**src/rtl/spi_regfile_peripheral.sv**
```systemverilog
// SPI mode-0 peripheral with a read/write register bank.
// Frame: R/W bit (1=write), ADDR_W address bits, DATA_W data bits, all MSB first.
// All SPI pins are synchronised into clk; edges come from the last two flops of each chain.
module spi_regfile_peripheral #(
   parameter int unsigned NUM_REGS    = 5,
   parameter int unsigned ADDR_W      = 7,
   parameter int unsigned DATA_W      = 8,
   parameter int unsigned SYNC_STAGES = 2
) (
   input  logic                         clk,
   input  logic                         rst_n,
   input  logic                         sclk,
   input  logic                         COPI,
   input  logic                         cs,
   output logic                         CIPO,
   output logic [NUM_REGS*DATA_W-1:0]   reg_q,
   output logic                         wr_strobe,
   output logic [ADDR_W-1:0]            wr_addr,
   output logic                         frame_err
);

   localparam int unsigned FRAME_BITS = 1 + ADDR_W + DATA_W;
   localparam int unsigned CntW       = $clog2(FRAME_BITS + 2);
   localparam logic [CntW-1:0]   CntCmd   = CntW'(1 + ADDR_W);
   localparam logic [CntW-1:0]   CntFrame = CntW'(FRAME_BITS);
   localparam logic [CntW-1:0]   CntOver  = CntW'(FRAME_BITS + 1);
   localparam logic [ADDR_W:0]   NumRegsL = (ADDR_W + 1)'(NUM_REGS);

   typedef enum logic [1:0] {StIdle, StShift, StCommit} state_e;

   state_e                      state_q, state_d;
   // One extra flop beyond the synchroniser holds the previous value for edge detection
   logic [SYNC_STAGES:0]        sclk_sync_q, sclk_sync_d;
   logic [SYNC_STAGES:0]        cs_sync_q, cs_sync_d;
   logic [SYNC_STAGES-1:0]      copi_sync_q, copi_sync_d;
   logic [CntW-1:0]             bit_cnt_q, bit_cnt_d;
   logic [FRAME_BITS-1:0]       shift_q, shift_d;
   logic                        rw_q, rw_d;
   logic [ADDR_W-1:0]           addr_q, addr_d;
   logic                        cmd_done_q, cmd_done_d;
   logic [DATA_W-1:0]           out_q, out_d;
   logic                        cipo_q, cipo_d;
   logic [NUM_REGS*DATA_W-1:0]  regs_q, regs_d;
   logic [ADDR_W-1:0]           wr_addr_q, wr_addr_d;

   logic                        sclk_rise, sclk_fall, cs_rise, cs_fall, copi_s;
   logic [FRAME_BITS-1:0]       shift_next;
   logic [DATA_W-1:0]           rd_data;
   logic                        cnt_full, addr_ok, commit_wr, commit_err;

   // Synchroniser chains and edge detection
   always_comb begin
      sclk_sync_d = {sclk_sync_q[SYNC_STAGES-1:0], sclk};
      cs_sync_d   = {cs_sync_q[SYNC_STAGES-1:0], cs};
      copi_sync_d = {copi_sync_q[SYNC_STAGES-2:0], COPI};
      sclk_rise   = sclk_sync_q[SYNC_STAGES-1] & ~sclk_sync_q[SYNC_STAGES];
      sclk_fall   = ~sclk_sync_q[SYNC_STAGES-1] & sclk_sync_q[SYNC_STAGES];
      cs_rise     = cs_sync_q[SYNC_STAGES-1] & ~cs_sync_q[SYNC_STAGES];
      cs_fall     = ~cs_sync_q[SYNC_STAGES-1] & cs_sync_q[SYNC_STAGES];
      copi_s      = copi_sync_q[SYNC_STAGES-1];
   end

   // Commit decision, valid while in StCommit
   always_comb begin
      cnt_full   = (bit_cnt_q == CntFrame);
      addr_ok    = ({1'b0, addr_q} < NumRegsL);
      commit_wr  = (state_q == StCommit) && cnt_full && rw_q && addr_ok;
      commit_err = (state_q == StCommit) &&
                   (((bit_cnt_q != '0) && !cnt_full) || (cnt_full && rw_q && !addr_ok));
   end

   // State register
   always_ff @(posedge clk or negedge rst_n) begin
      if (!rst_n) state_q <= StIdle;
      else        state_q <= state_d;
   end

   // Next-state logic; a cs rise takes priority over any sclk edge
   always_comb begin
      state_d = state_q;
      unique case (state_q)
         StIdle:   if (cs_fall) state_d = StShift;
         StShift:  if (cs_rise) state_d = StCommit;
         StCommit: state_d = StIdle;
         default:  state_d = StIdle;
      endcase
   end

   // FSM outputs
   always_comb begin
      wr_strobe = commit_wr;
      frame_err = commit_err;
   end

   // Read mux on the address being latched; out-of-range addresses read as zero
   always_comb begin
      shift_next = {shift_q[FRAME_BITS-2:0], copi_s};
      rd_data    = '0;
      for (int i = 0; i < NUM_REGS; i++) begin
         if (shift_next[ADDR_W-1:0] == ADDR_W'(i)) rd_data = regs_q[i*DATA_W +: DATA_W];
      end
   end

   // Datapath next-state: shifting, command latch, read-out and register commit
   always_comb begin
      bit_cnt_d  = bit_cnt_q;
      shift_d    = shift_q;
      rw_d       = rw_q;
      addr_d     = addr_q;
      cmd_done_d = cmd_done_q;
      out_d      = out_q;
      cipo_d     = cipo_q;
      regs_d     = regs_q;
      wr_addr_d  = wr_addr_q;
      unique case (state_q)
         StIdle: begin
            bit_cnt_d = '0;
            cipo_d    = 1'b0;
            if (cs_fall) begin
               shift_d    = '0;
               rw_d       = 1'b0;
               addr_d     = '0;
               cmd_done_d = 1'b0;
               out_d      = '0;
            end
         end
         StShift: begin
            if (cs_rise) begin
               // sclk edge in the same cycle is dropped
            end else if (cs_fall) begin
               shift_d    = '0;
               bit_cnt_d  = '0;
               rw_d       = 1'b0;
               addr_d     = '0;
               cmd_done_d = 1'b0;
               out_d      = '0;
               cipo_d     = 1'b0;
            end else if (sclk_rise) begin
               shift_d = shift_next;
               if (bit_cnt_q != CntOver) bit_cnt_d = bit_cnt_q + 1'b1;
               if (bit_cnt_q == CntCmd - 1'b1) begin
                  rw_d       = shift_next[ADDR_W];
                  addr_d     = shift_next[ADDR_W-1:0];
                  cmd_done_d = 1'b1;
                  out_d      = shift_next[ADDR_W] ? '0 : rd_data;
               end
            end else if (sclk_fall && cmd_done_q && !rw_q) begin
               cipo_d = out_q[DATA_W-1];
               out_d  = out_q << 1;
            end
         end
         StCommit: begin
            bit_cnt_d = '0;
            cipo_d    = 1'b0;
            if (commit_wr) begin
               wr_addr_d = addr_q;
               for (int i = 0; i < NUM_REGS; i++) begin
                  if (addr_q == ADDR_W'(i)) regs_d[i*DATA_W +: DATA_W] = shift_q[DATA_W-1:0];
               end
            end
         end
         default: ;
      endcase
   end

   // Datapath and synchroniser registers
   always_ff @(posedge clk or negedge rst_n) begin
      if (!rst_n) begin
         sclk_sync_q <= '0;
         cs_sync_q   <= '0;
         copi_sync_q <= '0;
         bit_cnt_q   <= '0;
         shift_q     <= '0;
         rw_q        <= 1'b0;
         addr_q      <= '0;
         cmd_done_q  <= 1'b0;
         out_q       <= '0;
         cipo_q      <= 1'b0;
         regs_q      <= '0;
         wr_addr_q   <= '0;
      end else begin
         sclk_sync_q <= sclk_sync_d;
         cs_sync_q   <= cs_sync_d;
         copi_sync_q <= copi_sync_d;
         bit_cnt_q   <= bit_cnt_d;
         shift_q     <= shift_d;
         rw_q        <= rw_d;
         addr_q      <= addr_d;
         cmd_done_q  <= cmd_done_d;
         out_q       <= out_d;
         cipo_q      <= cipo_d;
         regs_q      <= regs_d;
         wr_addr_q   <= wr_addr_d;
      end
   end

   assign CIPO    = cipo_q;
   assign reg_q   = regs_q;
   assign wr_addr = wr_addr_q;

endmodule

```
**config.mk**
```make
export PLATFORM = sky130hd
export DESIGN_NAME = spi_regfile_peripheral
export DESIGN_NICKNAME = d
export VERILOG_FILES = /design/src/rtl/spi_regfile_peripheral.sv
export SDC_FILE = /design/constraint.sdc
export NUM_CORES = 1
export LEC_CHECK = 0
export ABC_CLOCK_PERIOD_IN_PS = 4200
export CORE_ASPECT_RATIO = 0.8
export CORE_MARGIN = 3
export CORE_UTILIZATION = 55
export DETAILED_ROUTE_END_ITERATION = 8
export DONT_BUFFER_PORTS = 1
export PLACE_DENSITY_LB_ADDON = 0.3
export SLEW_MARGIN = 20
export SYNTH_ARGS = -nofsm -noshare
export SYNTH_HDL_FRONTEND = slang
export SYNTH_SLANG_ARGS = --single-unit
```
**constraint.sdc**
```tcl
create_clock -name clk -period 4.2 [get_ports clk]
set_clock_uncertainty 0.1 [all_clocks]
set_input_delay 0.63 -clock clk [delete_from_list [all_inputs] [get_ports clk]]
set_output_delay 0.63 -clock clk [all_outputs]
set_load 0.03 [all_outputs]
```
==> metrics.md, run 1 <==
| Metric | Value |
|---|---|
| IO Count | 55 |
| Drt pass-1 iters | 4 |
| Sinks on Clock Net | 88 |
| Initial Utilization | 57.16% |
| Cell Rows | 27 |
| Global-route wire length before repair | 14,280 um |
| Async SR Flop Fraction | 100.0% |
| Routed WL | 8812 um |
| Pwr Density | 372.1 nW/um^2 |
| Critical path cell sequence | and4b_1 -> nand4_2 -> nand2b_1 -> inv_1 |
| TritonCTS clock tree | yes |
| Syn Inst Count | 344 |
| Leak | 1.976 nW |
| DIE HEIGHT | 82.06 um |
| Flops & latches, synth | 88 |
| Setup TNS | 0 ps |
| Total inserted antenna cells | 0 |
| Hold Vio Cnt, Final | 0 |
| Crit-path max FO | 13 |
| Fmax | 369.5 MHz |
| Initial antenna violation count | 0 |
| Fillers | 567 |
| GR Util All Layers | 23.06% |
| Synth warn | 0 |
| Global route overflow | 0 |
| Post-synthesis sequential area ratio | 55.36% |
| CP Class | reg2out |
| Min Tclk post-route | 2706 ps |
| Avg Cell Area, Syn | 11.56 sq um |
| # DRC | 0 |
| Final GP Congestion | 0.8902 |
| Clk Tree Root Cell | clkbuf_8 |
| Min-delay worst type | in2async |
| DIE WIDTH | 101.1 um |
| Worst-Margin Slew | 1136 ps |
| Layout area overhead | 6.669% |
| CP required | 3470 ps |
| Resized cells post-CTS | 0 |
| Max Slew Vio Count | 0 |
| Rel. slew slack | 23.26% |
| Non-filler cells, final | 429 |
| Post-route ant nets | 0 |
| Critical path startpoint category | flip-flop |
| DR vias | 2,687 |
| Core region area | 6959 sq um |
| Number of global-route vias before repair | 2,584 |
| Yosys top cell by area | dfrtp_1 |
| H-tree levels | 3 |
| Vias per std cell | 6.263 |
| Worst-skew pair later-pin latency | 360 ps |
| Placed Instances | 412 |
| Critical Path End Type | output port |
| Synth top area share | 55.36% |
| Dpl hpwl | 6065 um |
| Cell variety after synth | 48 |
| CP peak stage delay | 590 ps |
| Most frequent cell after synthesis | dfrtp_1 |
| Max_cap viols | 0 |
| Largest net degree at the start of global routing | 89 |
| Post-synth top flop | dfrtp_1 |
| Worst vdd ir | 0.0001932 V |
| Number of synthesized flops with an enable pin | 0 |
| Synth top cells by count | dfrtp_1 (88), mux2_2 (33), o21ai_0 (24), nand2_1 (20), nor2_1 (20) |
| Clk pin slew, worst setup/hold paths | 90 ps |
| Area contributors post-synth | dfrtp_1 (55%), mux2_2 (9.3%), o21ai_0 (3.0%) |
| Worst-path cell with the longest stage delay | dfrtp_1 |
| Postcts setup bufs | 0 |
| RSZ-0062 raised after global routing | no |
| Layout net count | 345 |
| Hold buffers post-CTS | 1 |
| # setup viols final | 0 |
| Crit path DAT | 1980 ps |
| Detailed Route Iter0 Violations | 299 |
| Fin crit share | 64.43% |
| Syn nets | 352 |
| Number of buffers created by CTS | 9 |
| Cell area after synthesis | 3978 sq um |
| Outcome | completed |
| Die ar. | 8295 sq um |
| R2r worst-path depth | 5 |
| CTS Buffer Depth | 2 |
| Port bufs | 0 |
| Avg WL per Cell | 20.54 um |
| Final Core Density | 60.97% |
| Share of cells above drive strength 1 | 17.54% |
cells in the final DEF (no fill, tap or decap), types with 3 or more instances in the layout:
cell       count
o2bb2ai_1      6
nor3_1         7
nand2b_1       5
nor2b_1        5
or3_1          3
a2bb2oi_1      6
clkbuf_8      10
nand3_1       12
dfrtp_1       88
a21oi_1       15
mux2i_1        9
a221o_1        6
nor2_1        20
nand4_1        3
a22o_1         8
nand2_1       20
mux2_2        33
ha_1           3
and2_1         8
o21ai_0       24
inv_1         13
cells by family after synthesis:
kind of cell / Yosys count / synth area share, %
and+or+nand+nor: 98 / 14.66
DFF: 88 / 55.36
AOI/OAI and AO/OA: 80 / 13.90
muxes: 42 / 11.61
buffers and inverters: 33 / 3.523
adders and majority gates: 3 / 0.9438
state kept, by name (all words and copies together) (netlist names):
signal,flops
bit_cnt_q,5
copi_sync_q,2
wr_addr,7
sclk_sync_q,3
state_q,2
reg_q,40
rw_q,1
shift_q,8
addr_q,7
cs_sync_q,3
CIPO,1
out_q,8
cmd_done_q,1
final cells by class:
class,count,area [sq um],area share [%]
inverters,13,48.80,1.150
clock inverters,6,75.07,1.769
flip-flops and latches,88,2202,51.90
repair buffers,2,35.03,0.8257
well taps,87,108.9,2.566
clock buffers,10,137.6,3.244
multi-input cells,223,1635,38.54
metrics by stage:
step	area (sq um)	hold slack (ps)	total power, mW	worst slack (ps)
3_3_place_gp	4003	235.0	0.9594	1753
5_1_grt	4243	88.42	1.637	1326
2_1_floorplan	3978	231.2	0.9469	1774
4_1_cts	4243	85.56	1.592	1480
3_5_place_dp	4003	237.1	0.9615	1626
6_report	4243	72.66	1.579	1494
critical path: cells and delay by family, from the launching register on:
family / cells / cell delay (ps)
buf+inv: 1 / 260
flops: 1 / 590
simple gates: 3 / 770
path summary, 6_finish.rpt:
check	startpoint	end	slack, ps
worst max-delay path	state_q[1]$_DFFE_PN0P_	wr_strobe	1490
worst min-delay path	rst_n	out_q[7]$_DFFE_PN0P_	70
worst max register to register	shift_q[0]$_DFFE_PN0P_	out_q[6]$_DFFE_PN0P_	1530
worst min register to register	copi_sync_q[0]$_DFF_PN0_	copi_sync_q[1]$_DFF_PN0_	240
max in group asynchronous	rst_n	addr_q[2]$_DFFE_PN0P_	3600
min in group clk	sclk	sclk_sync_q[0]$_DFF_PN0_	190
where the power goes:
part	internal, mW	switching [mW]	leakage (nW)	total [mW]
clock	0.301	0.314	0.105	0.615
sequential	0.856	0.0263	1.21	0.882
combinational	0.0248	0.0576	0.663	0.0824
per-layer routing:
| metal | GRT usage [%] | vias to the layer above | share of wire, % | wire, um |
|---|---|---|---|---|
| met5 | 0 | - | 0 | 0 |
| met4 | 8.765 | 0 | 1.4 | 124 |
| met3 | 7.725 | 11 | 8.5 | 750 |
| met2 | 31.46 | 92 | 44 | 3910 |
| met1 | 33.83 | 1350 | 46 | 4027 |
| li1 | - | 1234 | - | - |
Power figures use the tool's default switching activity.
==> inputs of run 2 (changes only) <==
--- a/config.mk
+++ b/config.mk
@@ -5,7 +5,7 @@
 export SDC_FILE = /design/constraint.sdc
 export NUM_CORES = 1
 export LEC_CHECK = 0
-export ABC_CLOCK_PERIOD_IN_PS = 4200
+export ABC_CLOCK_PERIOD_IN_PS = 2630
 export CORE_ASPECT_RATIO = 0.8
 export CORE_MARGIN = 3
 export CORE_UTILIZATION = 55
==> constraint.sdc (replaced) <==
create_clock -name clk -period 2.63 [get_ports clk]
set_clock_uncertainty 0.1 [all_clocks]
set_input_delay 0.3945 -clock clk [delete_from_list [all_inputs] [get_ports clk]]
set_output_delay 0.3945 -clock clk [all_outputs]
set_load 0.03 [all_outputs]
==> metrics.md, run 2 (synthesis gave the netlist of run 1 again) <==
| Metric | Value |
|---|---|
| DR vias | 2,741 (+2.0%) |
| DIE HEIGHT | 82.06 um (unchanged) |
| Critical Path End Type | output port |
| Commonest non-fill, non-tap cell in the layout | dfrtp_1 |
| WHS | 250.4 ps (+177.8 ps) |
| Max reg flops | 40 (unchanged) |
| DIE WIDTH | 101.1 um (unchanged) |
| Drt pass-1 iters | 4 (unchanged) |
| Detailed Route Iter0 Violations | 282 (-5.7%) |
| Number of buffers created by CTS | 9 (unchanged) |
| Total inserted antenna cells | 0 (unchanged) |
| Fin crit share | 92.24% |
| Vias per std cell | 6.201 (-0.99%) |
| Critical path startpoint category | flip-flop |
| IO Count | 55 (unchanged) |
| Global route overflow | 0 (unchanged) |
| Routed WL | 8970 um (+1.8%) |
| Number of global-route vias before repair | 2,578 (-0.23%) |
| Port bufs | 0 (unchanged) |
| Final GP Congestion | 0.8777 (-1.4%) |
| CP required | 2140 ps (-1330 ps) |
| Layout net count | 358 (+3.8%) |
| Die ar. | 8295 sq um (unchanged) |
| Post-route ant nets | 0 (unchanged) |
| Worst-Margin Slew | 605.6 ps (-530.1 ps) |
| Crit-path max FO | 7 (-6) |
| Sinks on Clock Net | 88 (unchanged) |
| Pwr Density | 577.4 nW/um^2 (+55%) |
| Resized cells post-CTS | 0 (unchanged) |
| Setup TNS | 0 ps (unchanged) |
| Rel. slew slack | 59.46% (+36 points) |
| Crit path DAT | 1930 ps (-50 ps) |
| Hold Vio Cnt, Final | 0 (unchanged) |
| Dpl hpwl | 6289 um (+3.7%) |
| Initial antenna violation count | 0 (unchanged) |
| Min-delay worst type | reg2reg |
| Clk Tree Root Cell | clkbuf_8 |
| CTS Buffer Depth | 2 (unchanged) |
| Global-route wire length before repair | 14,330 um (+0.39%) |
| Cell Rows | 27 (unchanged) |
| Layout area overhead | 8.965% |
| Outcome | completed |
| GR Util All Layers | 22.98% (-0.082 points) |
| Max Slew Vio Count | 0 (unchanged) |
| Share of cells above drive strength 1 | 19.15% (+1.6 points) |
| Core region area | 6959 sq um (unchanged) |
| Min Tclk post-route | 2426 ps |
| H-tree levels | 3 (unchanged) |
| Fmax | 412.2 MHz |
| Most frequent cells in the layout | dfrtp_1 (88), mux2_2 (33), o21ai_0 (24) |
| Max_cap viols | 0 (unchanged) |
| CP Class | reg2out |
| Clk pin slew, worst setup/hold paths | 90 ps (about the same) |
| Worst vdd ir | 0.0004697 V (+140%) |
| Worst-skew pair later-pin latency | 360 ps (about the same) |
| Largest net degree at the start of global routing | 89 (unchanged) |
| # setup viols final | 0 (unchanged) |
| TritonCTS clock tree | yes |
| # DRC | 0 (unchanged) |
| Initial Utilization | 57.16% (unchanged) |
| Final instance area | 4334 sq um (+2.2%) |
| Avg WL per Cell | 20.29 um (-1.2%) |
| Leak | 2.030 nW (+2.7%) |
| RSZ-0062 raised after global routing | no |
| DP Area | 4070 sq um (+1.7%) |
## run 2: cell count changes in the layout (fill, tap and decap cells not counted), sizes merged
cell,delta
inv,-2
clkinv,+2
dlygate4sd3,+4
buf,+9
## run 2: worst paths after layout
path / start / to / slack (ps) / cells past startpoint
max in group asynchronous: rst_n / reg_q[17]$_DFFE_PN0P_ / 1600 / 2
min in group asynchronous: rst_n / bit_cnt_q[2]$_DFFE_PN0P_ / 490 / 2
setup reg to reg: bit_cnt_q[0]$_DFFE_PN0P_ / out_q[5]$_DFFE_PN0P_ / 310 / 5
hold reg to reg: copi_sync_q[0]$_DFF_PN0_ / copi_sync_q[1]$_DFF_PN0_ / 250 / 0
hold / removal: copi_sync_q[0]$_DFF_PN0_ / copi_sync_q[1]$_DFF_PN0_ / 250 / 0
setup / recovery: addr_q[6]$_DFFE_PN0P_ / wr_strobe / 200 / 4
## run 2: repair_timing
item	4_1_cts	5_1_grt
buffers inserted	0	0
hold buffers	5	0
endpoints found under the hold margin	91	0
endpoints found under the setup margin	0	0
## run 2: report_power, final
group / internal [mW] / switching, mW / total [mW]
clock network: 0.444 / 0.494 / 0.938
logic: 0.0564 / 0.113 / 0.170
registers: 1.37 / 0.0283 / 1.39
total: 1.87 / 0.635 / 2.50
## run 2: through the flow
stage | util [%] | power [mW] | worst slack [ps] | instances
floorplan | - | 1.512 | 439.3 | 344
CTS | 62.28 | 2.520 | 171.6 | 442
detailed placement | 58.49 | 1.553 | 380.5 | 421
finish | 62.28 | 2.503 | 204.1 | 442
global placement | 58.49 | 1.550 | 443.8 | 421
global route | 62.28 | 2.606 | 88.54 | 442
## run 2: cell type report
class | instances | area (sq um)
Fill cell | 567 | 2625
Sequential cell | 88 | 2202
Multi-Input combinational cell | 223 | 1635
Timing Repair Buffer | 15 | 142.6
Clock buffer | 10 | 127.6
Tap cell | 87 | 108.9
Clock inverter | 6 | 68.82
Inverter | 13 | 48.80
## run 2: layer usage
metal	wire length [um]	up-vias	track usage, %
li1	-	1261	-
met1	4126	1375	33.20
met2	3823	93	31.72
met3	898	12	9.083
met4	121	0	7.171
met5	0	-	0
## run 2: worst max-delay path, stage by stage (launching register included)
cell	delay, ps
dfrtp_1	430
nor4_4	370
nand4_2	200
nand2b_1	300
inv_1	270
==> inputs of run 3 (changes only) <==
--- a/config.mk
+++ b/config.mk
@@ -9,6 +9,7 @@
 export CORE_ASPECT_RATIO = 0.8
 export CORE_MARGIN = 3
 export CORE_UTILIZATION = 55
+export CTS_CLUSTER_DIAMETER = 40
 export DETAILED_ROUTE_END_ITERATION = 8
 export DONT_BUFFER_PORTS = 1
 export PLACE_DENSITY_LB_ADDON = 0.3
==> results of run 3 <==
Same layout as run 2: the final DEF is identical, and so are final timing and power.
==> patch, RTL diff (settings of run 2) <==
Reset style: synchronous (`rst_n`), changed in 2 clocked blocks.
--- a/src/rtl/spi_regfile_peripheral.sv
+++ b/src/rtl/spi_regfile_peripheral.sv
@@ -70,7 +70,7 @@
    end
 
    // State register
-   always_ff @(posedge clk or negedge rst_n) begin
+   always_ff @(posedge clk) begin
       if (!rst_n) state_q <= StIdle;
       else        state_q <= state_d;
    end
@@ -164,7 +164,7 @@
    end
 
    // Datapath and synchroniser registers
-   always_ff @(posedge clk or negedge rst_n) begin
+   always_ff @(posedge clk) begin
       if (!rst_n) begin
          sclk_sync_q <= '0;
          cs_sync_q   <= '0;
Check against the original RTL: differs if rst_n is asserted again (counterexample within 10 cycles, from zero or initial values and one cycle with rst_n low); with rst_n held inactive, the same outputs for 10 cycles.
==> patch against run 2 <==
Sequential cell count did not move; setup slack got worse by 3.8 ps; wire length rose by 2.7%; global-route usage rose by 0.78 points; non-clock buffer count fell by 6; final area fell by 4.5%; worst hold slack got worse by 200 ps; synthesized area fell by 1.1%; die area fell by 1.1%; critical path type unchanged; largest cell class is now multi-input combinational cells.
Power is not compared: it rests on default switching activity, and its combinational part moved more than twofold at a synthesized area within 25%.
==> patch: results (changes against run 2) <==
Logic synthesis:
- The compound-gate portion of the synthesized area is 16.4% (+2.5 points).
- The post-synthesis share of cell area spent on full adders, half adders and majority gates is 0.955% (+0.011 points).
- The count of unique library cells instantiated by Yosys is 46 (-4.2%).
- The net count after synthesis is 425 (+21%).
- The mean area per synthesized cell is 9.43 sq um (-18%).

STA:
- The final critical-path setup slack was 200 ps (-3.84 ps).
- The worst slew margin relative to its limit is 54.4% (-5.1 points).
- The worst hold slack was 53.9 ps (-197 ps).

Status:
- The run finished with clean final reports.

Drt:
- The total detailed-routing wirelength is 9210 um (+2.7%).
- The detail-routed via count per cell is 6.14 (-0.99%).
- The detailed-router iteration count before antenna repair is 5 (+1).
- The total met2 wirelength after detailed routing came to 3900 um (+1.9%).

Floorplanning:
- The cell row count came to 26 (-3.7%).

Cells and area:
- The layout filler cell count is 578 (+1.9%).
- Compared with the post-synthesis result, the final layout area differs by 5.22%.
- The number of nets in the layout is 412 (+15%).
- The share of post-route cells with drive strength above 1 is 9.78% (-9.4 points).

Critical path:
- The critical register-to-register path startpoint is state_q[0].
- The worst register-to-register path ends at reg_q[34].

Placement:
- The worst setup slack before clock tree synthesis is 447 ps (+66.5 ps).
- The detailed-placement wirelength estimate is 6270 um (-0.32%).

Worst hold path:
- The type of the most critical hold path is in2reg.
- The number of cells on the worst hold path was 1 (+1).
- The startpoint identified for the worst hold timing path is rst_n.
- For hold timing, the worst endpoint is sclk_sync_q[1].

Global route:
- The aggregate global-route resource usage is 23.8% (+0.78 points).
- The met3 global-route usage came to 9.59% (+0.51 points).
- The wire length of the first global-routing pass is 15,000 um (+4.3%).
- The met2 demand-to-capacity share in global routing is 33.2% (+1.5 points).
- The via count of the first global-routing pass is 2,807 (+8.9%).
==> patch: changes by cell type in the layout (fill, tap and decap cells not counted), moves of 7 or more <==
| cell | change |
|---|---|
| dfrtp_1 | -88 |
| dfxtp_1 | +88 |
| mux2_2 | -33 |
| nor2b_1 | +32 |
| nand3_1 | +27 |
| mux2i_1 | +25 |
| a21oi_1 | -11 |
| a31oi_1 | +11 |
| o211a_1 | +8 |
| o21ai_2 | +8 |
| inv_1 | -7 |
==> patch: critical path, stage by stage (launching register included) <==
cell	delay, ps
dfxtp_1	340
nor4_4	330
nand2_1	110
or3b_1	530
inv_1	270
==> patch: layout make-up <==
| class | count | area share, % |
|---|---|---|
| timing repair buffer | 9 | 1.63 |
| clock buffer | 11 | 3.18 |
| inverter | 6 | 0.544 |
| tap | 84 | 2.54 |
| sequential | 88 | 42.6 |
| clock inverter | 5 | 1.39 |
| multi-input combinational | 290 | 48.1 |
